### src/rtl/lfsr_seq_ctrl.sv
// Sequencer for one lfsr bit generator: drives its enable/clear, packs the
// serial bit stream MSB-first into words and hands them out over valid/ready.
module lfsr_seq_ctrl #(
  parameter int WORD_W = 8,
  parameter int CNT_W  = 16
) (
  input  logic              clk,
  input  logic              res,
  input  logic              start,
  input  logic              clear_req,
  input  logic              abort,
  input  logic [CNT_W-1:0]  num_words,
  output logic              lfsr_enable,
  output logic              lfsr_clear,
  input  logic              lfsr_bit,
  output logic [WORD_W-1:0] word_out,
  output logic              word_valid,
  input  logic              word_ready,
  output logic              busy,
  output logic              done
);

  localparam int BC_W = $clog2(WORD_W);
  localparam logic [BC_W-1:0] BC_LAST = BC_W'(WORD_W - 1);

  typedef enum logic [2:0] {IDLE, CLEAR, SHIFT, HOLD, DONE} state_t;

  state_t              state;
  state_t              state_nxt;
  logic [WORD_W-2:0]   shreg;
  logic [WORD_W-1:0]   shreg_nxt;
  logic [CNT_W-1:0]    remaining;
  logic [BC_W-1:0]     bit_cnt;
  logic                last_bit;

  // Only WORD_W-1 bits are stored; the final bit goes straight into word_out.
  assign shreg_nxt = {shreg, lfsr_bit};
  assign last_bit  = (bit_cnt == BC_LAST);

  always_comb begin
    state_nxt = state;
    if (abort) begin
      state_nxt = IDLE;
    end else begin
      case (state)
        IDLE: begin
          if (start) begin
            if (num_words == '0)
              state_nxt = DONE;
            else if (clear_req)
              state_nxt = CLEAR;
            else
              state_nxt = SHIFT;
          end
        end
        CLEAR: state_nxt = SHIFT;
        SHIFT: if (last_bit) state_nxt = HOLD;
        HOLD: begin
          if (word_ready)
            state_nxt = (remaining == CNT_W'(1)) ? DONE : SHIFT;
        end
        DONE:    state_nxt = IDLE;
        default: state_nxt = IDLE;
      endcase
    end
  end

  // Outputs are registered from the next state so they equal decodes of state.
  always_ff @(posedge clk or posedge res) begin
    if (res) begin
      state       <= IDLE;
      shreg       <= '0;
      word_out    <= '0;
      remaining   <= '0;
      bit_cnt     <= '0;
      lfsr_enable <= 1'b0;
      lfsr_clear  <= 1'b0;
      word_valid  <= 1'b0;
      busy        <= 1'b0;
      done        <= 1'b0;
    end else begin
      state       <= state_nxt;
      lfsr_enable <= (state_nxt == SHIFT);
      lfsr_clear  <= (state_nxt == CLEAR);
      word_valid  <= (state_nxt == HOLD);
      busy        <= (state_nxt != IDLE);
      done        <= (state_nxt == DONE);
      if (abort) begin
        bit_cnt <= '0;
        shreg   <= '0;
      end else begin
        case (state)
          IDLE: begin
            if (start && (num_words != '0)) begin
              remaining <= num_words;
              bit_cnt   <= '0;
            end
          end
          SHIFT: begin
            shreg <= shreg_nxt[WORD_W-2:0];
            if (last_bit) begin
              word_out <= shreg_nxt;
              bit_cnt  <= '0;
            end else begin
              bit_cnt <= bit_cnt + 1'b1;
            end
          end
          HOLD: begin
            if (word_ready)
              remaining <= remaining - 1'b1;
          end
          default: ;
        endcase
      end
    end
  end

endmodule

### config.mk
export PLATFORM = sky130hd
export DESIGN_NAME = lfsr_seq_ctrl
export DESIGN_NICKNAME = d
export VERILOG_FILES = /design/src/rtl/lfsr_seq_ctrl.sv
export SDC_FILE = /design/constraint.sdc
export NUM_CORES = 1
export LEC_CHECK = 0
export ABC_AREA = 0
export BUFFER_PORTS_ARGS = -buffer_cell sky130_fd_sc_hd__buf_2
export CORE_MARGIN = 2
export CORE_UTILIZATION = 53
export CTS_CLUSTER_SIZE = 14
export DETAILED_ROUTE_END_ITERATION = 8
export GPL_TIMING_DRIVEN = 0
export HOLD_SLACK_MARGIN = 0.1
export MAX_ROUTING_LAYER = met4
export PLACE_DENSITY = 0.76
export SYNTH_ARGS = -nofsm -noshare
export SYNTH_HDL_FRONTEND = slang
export SYNTH_SLANG_ARGS = --single-unit
export TNS_END_PERCENT = 30
### constraint.sdc
create_clock -name clk -period 2.4 [get_ports clk]
set_input_delay 0.48 -clock clk [delete_from_list [all_inputs] [get_ports clk]]
set_output_delay 0.48 -clock clk [all_outputs]
set_load 0.03 [all_outputs]
==> results.cfg <==
[status]
status = completed

[yosys]
synth_cells = 227
synthAdderAreaFrac = 0.0225
postSynthAreaPerCell_um2 = 9.81
yosysMostFrequentCell = dfrtp_1
syn_area_um2 = 2230
synth_top_area_share = 0.472
synth_ff_type = dfrtp_1
muxShareOfSynthArea = 0.0449
synth_cell_types = 53
yosysWarnings = 0
synth_common_cells = dfrtp_1 (42), nand2_1 (21), a21oi_1 (15), nor2_1 (15), nand3_1 (9)
synth-seq-area-share = 0.472
synthXorXnorAreaFrac = 0
yosys.area_share.simple = 0.233
synthesis.nets = 254
ys_seq_elements = 42
synth_area_leaders = dfrtp_1 (47%), mux2_2 (4.0%), nand2_1 (3.5%)
synth_top_family_by_area = simple AND/OR/NAND/NOR gates
synth_top_cell_by_area = dfrtp_1
async_reset_ff_frac = 1.00
synth_compound_area_frac = 0.190
synth-edff-count = 0

[final_layout]
diodes = 0
final_cell_area_um2 = 2580
layout.nets = 295
layout-drive-gt1-share = 0.234
fillers = 354
synthToLayoutAreaGrowth_pct = 16.0

[power_and_ir_drop]
powerDensity_nw_per_um2 = 647
leakagePower_nw = 1.13
peakVddDrop_mv = 0.343

[worst_setup_path]
crit_type = reg2reg
critPathLaunch = remaining[3]
reg2reg_depth = 4
cp-end-kind = flop
crit_end = remaining[13]
worstSetupStartpointType = flop
required_ns = 2.58
rrSetupSlack_ns = 0.06
critPathArrivalTime_ns = 2.52
r2r-start = remaining[3]
r2r-end = remaining[13]
critPathMaxFanout = 6

[cts]
h-tree-depth = 2
clk_latency_ns = 0.29
cts_hold_buf = 0
cts_tree = done
cts_made_buffers = 5
cts-root-buf = clkbuf_8
clock_path_buffers = 2
path_clk_slew_ns = 0.08
cts.sinks = 42

[sta]
drv_slew = 0
setup_violations = 0
hold_slack_ns = 0.356
skew_ns = 0.0109
finalSetupTns_ns = 0
final.period_utilization = 0.975
worst_pin_slew_ns = 0.841
fin_crit_ns = 2.34
relSlewSlack = 0.425
hold_violations = 0
max_freq_ghz = 0.427

[routing]
vias = 2029
drc = 0
top_layer_used = met4
drt_iter0_drc = 218
ant_nets = 0
drt-met1-wl_mm = 2.50
post_drt_via_cell_ratio = 6.36
routed_wl_mm = 5.72
dr_wl_met3_um = 393
firstDrtPassIters = 4
wl_met2_mm = 2.68
wire_per_inst_um = 17.9

[placement]
gp_congestion = 0.995
dpl.hpwl_mm = 4.16
portBuffers = 34
place_area_um2 = 2460

[grt]
antenna_found_initial = 0
grt-ovfl-total = 0
grt_use_total = 0.272
grt_pass1_wl_mm = 9.11
grt_max_degree = 43
grt_pass1_vias = 1853

[floorplanning]
die_h_um = 68.8
coreArea_um2 = 4030
initial_core_util = 0.553
die_w_um = 68.8
ioPinCount = 36
dieArea_um2 = 4740
rows = 23

[min_path]
hp-class = in2async

[run]
maxCapViolCount = 0
-- final cells by class --
cell class	instances	area, um^2	share of cell area
sequential	42	1050	0.407
clock inverter	1	30.0	0.0116
clock buffer	7	76.3	0.0296
tap	50	62.6	0.0242
multi-input combinational	167	1110	0.429
inverter	7	26.3	0.0102
timing repair buffer	34	170	0.0659
buffer	11	57.6	0.0223
-- placed cells by master (no fill, tap or decap), drive strengths merged, types with 2 or more instances in the layout --
master	synthesis	final
and3	4	4
nand3b	3	3
o32ai	2	2
o31ai	3	3
a32oi	2	2
or2	4	4
o311ai	2	2
clkbuf	8	15
or3	3	3
nor3	7	7
nor2	15	15
a31oi	3	3
nand2	22	22
nand4	6	6
a21oi	15	15
mux2	8	8
nand3	9	9
o21ai	3	3
nor4b	2	2
dfrtp	42	42
nor4	8	8
o211ai	7	7
or4	3	3
o32a	3	3
nand2b	3	3
a32o	2	2
o22ai	4	4
a211oi	2	2
buf	3	37
ha	4	4
inv	7	7
-- flip-flops by register name (all words and copies together) (netlist names) --
signal,flops
busy,1
lfsr_enable,1
word_valid,1
state,3
shreg,7
remaining,16
bit_cnt,3
lfsr_clear,1
word_out,8
done,1
-- layer usage --
metal,vias up,global-route usage
met4,0,0.115
met3,18,0.0438
met1,975,0.372
met5,-,-
li1,959,-
met2,77,0.404
-- worst min path at each step --
| stage | startpoint | cells after the start | to | slack [ns] |
|---|---|---|---|---|
| final | res | 2 | word_valid | 0.36 |
| after global routing | res | 2 | word_valid | 0.44 |
| after CTS | res | 2 | word_valid | 0.39 |
| after detailed placement | word_out[6] | 1 | word_out[6] | 0.49 |
| after global placement | word_out[6] | 1 | word_out[6] | 0.48 |
| after floorplan | shreg[6] | 1 | word_out[7] | 0.48 |
-- kinds of logic (layout without fill, tap and decap cells) --
group	count (synthesis)	in the layout
multiplexers	9	9
buffers and inverters	18	60
flip-flops	42	42
adder cells (fa/ha/maj)	4	4
AO/OA/AOI/OAI	59	59
AND/OR/NAND/NOR	95	95
-- through the flow --
step                 util  instances  worst slack (ns)  power, mW
floorplan               -        227             0.286       1.02
global placement    0.611        311            -0.108       1.11
detailed placement  0.611        311           -0.0673       1.12
CTS                 0.637        319            0.0196       1.66
global route        0.641        319          -0.00235       1.74
finish              0.641        319            0.0603       1.67
-- what timing repair did --
item,4_1_cts,5_1_grt
buffers inserted,0,0
endpoints found under the setup margin,0,14
gates resized for setup,0,3
hold endpoints to repair,0,0
-- power by group --
part	total (mW)	leakage, nW	switching, mW	internal [mW]
Sequential	0.850	0.540	0.0791	0.771
Clock	0.552	0.0524	0.241	0.311
Combinational	0.268	0.542	0.159	0.109
Total	1.67	1.13	0.479	1.19
-- worst max-delay path, cell delays in order, from the launching register on --
cell	delay, ns
dfrtp_1	0.45
or4_4	0.59
or4_4	0.58
o32a_1	0.32
o311ai_2	0.29
Power figures use the tool's default switching activity.
